===== src/rtl/uart_tick_tx_pkg.sv =====
// Shared peripheral package for the tick-driven UART transmitter:
// default parameters, frame FSM state encoding and the top-level register list.
package uart_tick_tx_pkg;

    localparam int CFifoWDef    = 2;
    localparam int CStopBitsDef = 1;

    localparam logic [1:0] CStIdle  = 2'd0;
    localparam logic [1:0] CStStart = 2'd1;
    localparam logic [1:0] CStData  = 2'd2;
    localparam logic [1:0] CStStop  = 2'd3;

    typedef struct packed {
        logic [1:0] state;
        logic [2:0] bitCnt;
        logic       stopCnt;
        logic [7:0] shift;
        logic       txD;
        logic       overflow;
    } TxRegsT;

    localparam TxRegsT CTxRegsReset = '{
        state:    CStIdle,
        bitCnt:   3'd0,
        stopCnt:  1'b0,
        shift:    8'd0,
        txD:      1'b1,
        overflow: 1'b0
    };

endpackage


===== src/rtl/uart_tick_fifo.sv =====
// Byte FIFO feeding the transmitter: 2**CFifoW entries, wrapping pointers,
// CFifoW+1 bit occupancy count. Writes into a full FIFO are ignored.
module uart_tick_fifo
    import uart_tick_tx_pkg::*;
#(
    parameter int CFifoW = CFifoWDef
) (
    input  logic       AClkH,
    input  logic       AResetHN,
    input  logic       AClkHEn,
    input  logic [7:0] AWrData,
    input  logic       AWrStrobe,
    input  logic       ARdStrobe,
    output logic [7:0] ARdData,
    output logic       AFull,
    output logic       AEmpty
);

    localparam int CDepth = 1 << CFifoW;

    logic [7:0]        mem [CDepth];
    logic [CFifoW-1:0] wrPtr;
    logic [CFifoW-1:0] rdPtr;
    logic [CFifoW:0]   count;
    logic              push;
    logic              pop;

    assign push = AClkHEn & AWrStrobe & ~AFull;
    assign pop  = AClkHEn & ARdStrobe & ~AEmpty;

    // NOTE: storage is deliberately not reset; pointers and count alone decide which entries are valid.
    always_ff @(posedge AClkH) begin
        if (push) begin
            mem[wrPtr] <= AWrData;
        end
    end

    always_ff @(posedge AClkH or negedge AResetHN) begin
        if (!AResetHN) begin
            wrPtr <= '0;
            rdPtr <= '0;
            count <= '0;
        end else begin
            if (push) begin
                wrPtr <= wrPtr + 1'b1;
            end
            if (pop) begin
                rdPtr <= rdPtr + 1'b1;
            end
            count <= count + (CFifoW+1)'(push) - (CFifoW+1)'(pop);
        end
    end

    assign ARdData = mem[rdPtr];
    assign AFull   = (count == (CFifoW+1)'(CDepth));
    assign AEmpty  = (count == '0);

endmodule


===== src/rtl/uart_tick_tx.sv =====
// UART transmitter paced by an external bit tick: 8N1/8N2 frames drained
// back-to-back from a small byte FIFO, with a registered serial output.
module uart_tick_tx
    import uart_tick_tx_pkg::*;
#(
    parameter int CFifoW    = CFifoWDef,
    parameter int CStopBits = CStopBitsDef
) (
    input  logic       AClkH,
    input  logic       AResetHN,
    input  logic       AClkHEn,
    input  logic       ABitTick,
    input  logic [7:0] AWrData,
    input  logic       AWrStrobe,
    output logic       AFull,
    output logic       AOverflow,
    output logic       ABusy,
    output logic       ATxD
);

    localparam logic CStopLast = 1'(CStopBits - 1);

    TxRegsT     r;
    TxRegsT     rNext;
    logic       pop;
    logic       fifoEmpty;
    logic [7:0] headData;

    uart_tick_fifo #(
        .CFifoW(CFifoW)
    ) fifo (
        .AClkH    (AClkH),
        .AResetHN (AResetHN),
        .AClkHEn  (AClkHEn),
        .AWrData  (AWrData),
        .AWrStrobe(AWrStrobe),
        .ARdStrobe(pop),
        .ARdData  (headData),
        .AFull    (AFull),
        .AEmpty   (fifoEmpty)
    );

    // NOTE: every field starts from its current value so no path through the case infers a latch.
    always_comb begin
        rNext          = r;
        pop            = 1'b0;
        rNext.overflow = AWrStrobe & AFull;
        if (ABitTick) begin
            case (r.state)
                CStIdle: begin
                    if (!fifoEmpty) begin
                        pop         = 1'b1;
                        rNext.shift = headData;
                        rNext.state = CStStart;
                        rNext.txD   = 1'b0;
                    end
                end
                CStStart: begin
                    rNext.state  = CStData;
                    rNext.bitCnt = 3'd0;
                    rNext.txD    = r.shift[0];
                end
                CStData: begin
                    if (r.bitCnt == 3'd7) begin
                        rNext.state   = CStStop;
                        rNext.stopCnt = 1'b0;
                        rNext.txD     = 1'b1;
                    end else begin
                        rNext.shift  = r.shift >> 1;
                        rNext.txD    = r.shift[1];
                        rNext.bitCnt = r.bitCnt + 3'd1;
                    end
                end
                CStStop: begin
                    // Chain straight into the next start bit so queued frames leave no idle gap.
                    if (r.stopCnt == CStopLast) begin
                        if (!fifoEmpty) begin
                            pop         = 1'b1;
                            rNext.shift = headData;
                            rNext.state = CStStart;
                            rNext.txD   = 1'b0;
                        end else begin
                            rNext.state = CStIdle;
                        end
                    end else begin
                        rNext.stopCnt = r.stopCnt + 1'b1;
                    end
                end
                default: rNext.state = CStIdle;
            endcase
        end
    end

    // NOTE: state registers use non-blocking assignment so every flop samples pre-edge values.
    always_ff @(posedge AClkH or negedge AResetHN) begin
        if (!AResetHN) begin
            r <= CTxRegsReset;
        end else if (AClkHEn) begin
            r <= rNext;
        end
    end

    assign ATxD      = r.txD;
    assign AOverflow = r.overflow;
    assign ABusy     = (r.state != CStIdle) | ~fifoEmpty;

endmodule


===== config.mk =====
export PLATFORM = sky130hd
export DESIGN_NAME = uart_tick_tx
export DESIGN_NICKNAME = d
export VERILOG_FILES = /design/src/rtl/uart_tick_tx_pkg.sv /design/src/rtl/uart_tick_fifo.sv /design/src/rtl/uart_tick_tx.sv
export SDC_FILE = /design/constraint.sdc
export NUM_CORES = 1
export LEC_CHECK = 0
export ABC_AREA = 1
export CORE_ASPECT_RATIO = 1.75
export CORE_MARGIN = 1.5
export CORE_UTILIZATION = 35
export CTS_BUF_LIST = sky130_fd_sc_hd__clkbuf_8
export DETAILED_ROUTE_END_ITERATION = 16
export GPL_TIMING_DRIVEN = 0
export PLACE_DENSITY_LB_ADDON = 0.05
export RECOVER_POWER = 100
export SLEW_MARGIN = 20
export SYNTH_ARGS = -nofsm -noshare
export SYNTH_HDL_FRONTEND = slang
export SYNTH_SLANG_ARGS = --single-unit

===== constraint.sdc =====
create_clock -name AClkH -period 6 [get_ports AClkH]
set_clock_uncertainty 0.05 [all_clocks]
set_input_delay 0.9 -clock AClkH [delete_from_list [all_inputs] [get_ports AClkH]]
set_output_delay 0.9 -clock AClkH [all_outputs]
set_load 0.05 [all_outputs]

**Word level (Yosys, flattened, before mapping)**

Memories as Yosys holds them, arrays and structs flattened.
Cells that the tools add are included.

- Muxes and demuxes: 22
- Equality and inequality tests: 9
- Bitwise logic cells: 8
- Reduce and logical (&&, ||, !) cells: 11
- Add/subtract/negate cells: 6

Operators with widths:

| kind | count |
|---|---|
| $pmux W8 S3 | 1 |
| $mux W9 | 2 |
| $reduce_and A5 Y1 | 2 |
| $mux W1 | 9 |
| $mux W8 | 1 |
| $ne A2 B2 Y1 const B | 4 |
| $pmux W2 S4 | 1 |
| $reduce_and A4 Y1 | 2 |
| $eq A3 B3 Y1 const B | 2 |
| $mux W2 | 3 |
| $pmux W3 S2 | 1 |
| $reduce_bool A2 Y1 | 3 |
| $and A1 B1 Y1 | 5 |
| $add A2 B1 Y2 const B | 2 |
| $eq A2 B2 Y1 const B | 2 |
| $pmux W1 S2 | 2 |
| $pmux W1 S4 | 1 |
| $add A3 B1 Y3 | 1 |
| $add A3 B1 Y3 const B | 1 |
| $logic_not A3 Y1 | 1 |
| $mux W3 | 1 |
| $reduce_and A3 Y1 | 1 |
| $reduce_bool A3 Y1 | 1 |
| $sub A3 B1 Y3 | 1 |
| other kinds (5) | 6 |

- Output and inout port bits: 4
- Memory bits (writable): 32
- Logic and storage cells: 66
- Memories kept: 1
- Flip-flop bits (word level): 23

Memory list:

| name | depth | width | read ports | clocked after memory_dff | write ports | RTL line | text |
|---|---|---|---|---|---|---|---|
| fifo.mem | 4 | 8 | 1 | 0 | 1 | uart_tick_fifo.sv:21 | `logic [7:0] mem [CDepth];` |

**Longest topological paths before layout**

- Word-level depth: 8
- Gate-level depth with buffers: 11
- Depth with buffers taken out: 11

**Hierarchy**

A second synthesis with hierarchy kept.

- Cell total of the unflattened synthesis: 287
- Area, all modules: 2667.6 sq um

By module, submodules not included:

| module | instances | cells an instance | area each (sq um) |
|---|---|---|---|
| uart_tick_fifo | 1 | 164 | 1744.2 |
| uart_tick_tx | 1 | 123 | 923.4 |

**Least setup slack after synthesis**

No wires, ideal clock.

- Kind: input port to flip-flop
- From: in ABitTick
- To: reg fifo.count[2]
- Library setup time: 0.129 ns
- Arrival time: 2.305 ns
- Path slack: 3.516 ns
- Buffers on the path: 0
- Stages: 11
- Required time: 5.821 ns
- Path through: nand2_2 inv_1 nand2_1 inv_1 nand2_1 inv_1 ha_1 inv_1 ha_1 fa_1 xor2_1

- Word-level cells in the longest chain between the ends: 4

RTL lines:

| item | RTL line | text |
|---|---|---|
| from (decl) | uart_tick_tx.sv:12 | `input logic ABitTick,` |
| $mux W1 | uart_tick_tx.sv:48 | `if (ABitTick) begin` |
| $and A1 B1 Y1 (2 in series) | uart_tick_fifo.sv:29 | `assign pop = AClkHEn & ARdStrobe & ~AEmpty;` |
| named net fifo.pop | uart_tick_fifo.sv:26 | `logic pop;` |
| $sub A3 B1 Y3 | uart_tick_fifo.sv:50 | `count <= count + (CFifoW+1)'(push) - (CFifoW+1)'(pop);` |
| to (signal assigned) | uart_tick_fifo.sv:50 |  |
| to (decl) | uart_tick_fifo.sv:24 | `logic [CFifoW:0] count;` |

The timed path passes the listed nets, and every way through them passes these cells.
A chain may end at the register's enable or synchronous reset.

**Worst setup path in the final report**

- From: in AClkHEn
- To: reg fifo.count[2]

RTL lines:

| item | RTL line | text |
|---|---|---|
| from (decl) | uart_tick_tx.sv:11 | `input logic AClkHEn,` |
| $and A1 B1 Y1 (2 in series) | uart_tick_fifo.sv:29 |  |
| named net fifo.pop | uart_tick_fifo.sv:26 |  |
| $sub A3 B1 Y3 | uart_tick_fifo.sv:50 |  |

The timed path passes the listed nets, and every way through them passes these cells.

==> flow_metrics.py <==
metrics = {
    "worst_setup_path": {
        "cp-start-kind": "primary input",
        "arrival_ns": 3.16,
        "r2r-start": "r[14]$_DFFE_PN0P_",
        "crit_fanout": 4,
        "setup.worst_path.end_class": "flip-flop",
        "rr_worst_depth": 10,
        "worst-endpoint-required_ns": 6.14,
        "cp_top_family": "buffers and inverters",
        "r2r-end": "fifo.count[2]$_DFF_PN0_",
        "cpMaxStageDelayCell": "dlygate4sd3_1",
        "criticalPathCategory": "in2reg",
        "worst-path-buf-inv": 5,
        "crit_path_cell_trace": "dlygate4sd3_1 -> nand2_1 -> inv_1 -> nand2_1 -> inv_1 -> nand2_1 -> inv_1 -> ha_1 -> inv_1 -> ha_1 -> fa_1 -> xor2_1",
        "cp_slowest_stage_delay_ns": 0.59,
        "ff2ff_setup_slack_ns": 3.67,
        "worst_path_most_repeated_cell": "inv_1",
    },
    "power": {
        "p_leak_nw": 1.34,
        "peakVddDrop_uv": 223,
        "sw_frac_of_total_pct": 37.8,
        "total_power_mw": 1.26,
        "pwr-share-seq_pct": 42.5,
        "pwr-share-clk_pct": 19.3,
        "powerDensity_mw_per_mm2": 434,
        "p_comb_share_pct": 38.2,
        "p_switching_uw": 476,
        "intPower_uw": 784,
    },
    "layout": {
        "drive_gt1_share_pct": 8.83,
        "final_nets": 308,
        "antenna_cells": 0,
        "fillCellCount": 728,
        "fin_area_mm2": 0.00291,
        "area_growth_pct": 13.5,
    },
    "clock_tree": {
        "root_buffer": "clkbuf_8",
        "cts_setup_buffers": 0,
        "cts_tree": "yes",
        "hold_buffers": 0,
        "path_clk_slew_ns": 0.09,
        "cts_made_buffers": 5,
        "numClockSinks": 54,
        "htree_num_levels": 2,
        "clockBufferDepth": 2,
        "ctsResizeCount": 0,
        "insertion_delay_ns": 0.31,
    },
    "sta": {
        "period_share_pct": 50.2,
        "setup_viol": 0,
        "min_period_ns": 3.01,
        "hold_slack_ns": 0.438,
        "slew_violations": 0,
        "post-route-worst-setup-slack_ns": 2.99,
        "hold_viol_final": 0,
        "tightest_slew_ns": 1.26,
        "fmax_ghz": 0.332,
        "relSlewSlack_pct": 15.9,
        "tns_ns": 0,
        "rsz0062_at_grt": "false",
    },
    "placed_design": {
        "io_buffers": 16,
        "gp_congestion": 0.726,
        "placed_area_mm2": 0.00282,
        "hpwl_um": 3550,
        "post-place-ws_ns": 2.76,
    },
    "synth": {
        "synth_seq_cells": 54,
        "yosys.area_share.adder_pct": 6.65,
        "ys_seq_area_share_pct": 59.1,
        "synthSimpleGateAreaFrac_pct": 24.2,
        "muxShareOfSynthArea_pct": 0,
        "syn_inst": 259,
        "synth-compound-area-share_pct": 2.49,
        "synthXorXnorAreaFrac_pct": 1.37,
        "yosys_warnings": 0,
        "synth-edff-count": 32,
        "synth_cell_types": 24,
        "syn_area_per_cell_um2": 9.88,
        "syn_area_mm2": 0.00256,
        "synthFlopType": "edfxtp_1",
        "syn-num-nets": 285,
        "synth_top_family_by_area": "simple AND/OR/NAND/NOR gates",
        "synth-async-reset-ratio_pct": 40.7,
    },
    "worst_hold_path": {
        "hold-path-endpoint": "r[4]$_DFFE_PN0P_",
        "min-delay-start": "r[4]$_DFFE_PN0P_",
        "hold_class": "reg2reg",
        "hold_depth": 2,
    },
    "grt": {
        "gr-total-overflow": 0,
        "antenna_found_initial": 0,
        "grt.total_usage_pct": 14.2,
        "grt_pass1_vias": 1695,
        "grt_max_degree": 23,
        "grt_pass1_wl_um": 8100,
    },
    "die": {
        "num_rows": 41,
        "start_util_pct": 35.9,
        "io_pins": 17,
        "die_w_um": 67.7,
        "die_area_mm2": 0.00786,
        "die_h_um": 116,
        "core_area_mm2": 0.00713,
    },
    "routing": {
        "dr_wl_met3_um": 111,
        "drc_errors": 0,
        "post_drt_wl_per_cell_um": 12.9,
        "vias": 1644,
        "top_layer": "met4",
        "routed_wl_um": 4750,
        "wl_met2_um": 2640,
        "detail_route.first_pass.iterations": 4,
        "final_antenna_net_count": 0,
        "wl_met1_um": 1910,
        "viasPerCell": 4.46,
        "first_iter_violations": 40,
    },
    "job": {
        "drv_cap": 0,
    },
    "outcome": {
        "outcome": "completed",
    },
}
[cell type report]
type / count / area (um^2) / area share, %
multi-input combinational: 172 / 866 / 29.8
sequential: 54 / 1510 / 52.1
timing repair buffer: 16 / 154 / 5.30
buffer: 7 / 53.8 / 1.85
inverter: 26 / 97.6 / 3.36
tap: 86 / 108 / 3.70
clock inverter: 3 / 45.0 / 1.55
clock buffer: 5 / 68.8 / 2.37
[cells in the mapped netlist (2+ instances only)]
library cell   n  area share (%)
nand3_2        2            0.78
nand3_1       19             3.7
dfrtp_1       21              21
nor2_1        27             4.0
inv_1         24             3.5
edfxtp_1      32              38
xnor2_1        2            0.68
buf_4          3            0.88
nor2_2         2            0.49
o21ai_0       11             2.2
nand2_1       84              12
nand2_2        3            0.73
ha_1          12             5.9
inv_2          2            0.29
buf_6          3             1.3
nor2_4         3             1.3
xor2_1         2            0.68
[worst register-to-register path, delay by kind of cell (launching register included)]
family,cells,cell delay [ns]
XOR/XNOR,1,0.17
adder cells (fa/ha/maj),4,1.17
AND/OR/NAND/NOR,2,0.20
flip-flops,1,0.42
buffers and inverters,3,0.20
[metal layers]
layer	up-vias	GRT usage, %
met5	-	0
met4	0	6.53
met3	5	2.89
met2	16	25.9
met1	758	15.3
li1	865	-
[kinds of logic after synthesis]
| group | Yosys count |
|---|---|
| xor+xnor | 4 |
| fa+ha+maj | 13 |
| buf+inv | 33 |
| compound gates | 12 |
| simple gates | 143 |
| flops | 54 |
[cell usage in the layout, fill, tap and decap left out]
cell type,Yosys,routed
xor2_1,2,2
clkbuf_1,0,2
nand2_4,1,1
nor3_1,1,1
edfxtp_1,32,32
dlygate4sd3_1,0,13
dfstp_2,1,1
clkinvlp_4,0,2
nand2_2,3,1
inv_1,24,24
nand2_1,84,86
buf_2,1,1
nand3_1,19,21
nor2_1,27,28
nor2_2,2,2
or2_2,1,1
clkdlybuf4s50_1,0,2
nor2_4,3,2
buf_4,3,3
o21ai_0,11,11
clkbuf_8,0,5
inv_2,2,2
bufinv_16,0,1
buf_6,3,2
a21oi_2,1,1
ha_1,12,12
fa_1,1,1
dfrtp_1,21,21
xnor2_1,2,2
[state kept, by name (all words and copies together) (netlist names)]
name / flops
r: 13
fifo.mem: 32
AOverflow: 1
ATxD: 1
fifo.wrPtr: 2
fifo.rdPtr: 2
fifo.count: 3
[how the worst max path moves through the flow]
stage,slack (ns),end,start,cells past startpoint
4_1_cts,3.05,ABusy,r[14]$_DFFE_PN0P_,4
3_5_place_dp,2.76,fifo.count[2]$_DFF_PN0_,AClkHEn,12
5_1_grt,2.85,fifo.count[2]$_DFF_PN0_,AClkHEn,12
3_3_place_gp,2.77,fifo.count[2]$_DFF_PN0_,AClkHEn,12
2_1_floorplan,3.52,fifo.count[2]$_DFF_PN0_,ABitTick,11
6_report,2.99,fifo.count[2]$_DFF_PN0_,AClkHEn,12
[power by group through the flow]
stage	registers (mW)	clock network, mW	logic (mW)
2_1_floorplan	0.545	0	0.368
3_3_place_gp	0.546	0	0.500
3_5_place_dp	0.545	0	0.506
4_1_cts	0.537	0.254	0.508
5_1_grt	0.547	0.264	0.568
6_report	0.536	0.243	0.482
[metrics by stage]
step	std cells	utilization, %
floorplan	259	-
global placement	361	39.7
detailed placement	361	39.6
CTS	369	41.2
global route	369	40.7
finish	369	40.7
Power figures use the tool's default switching activity.
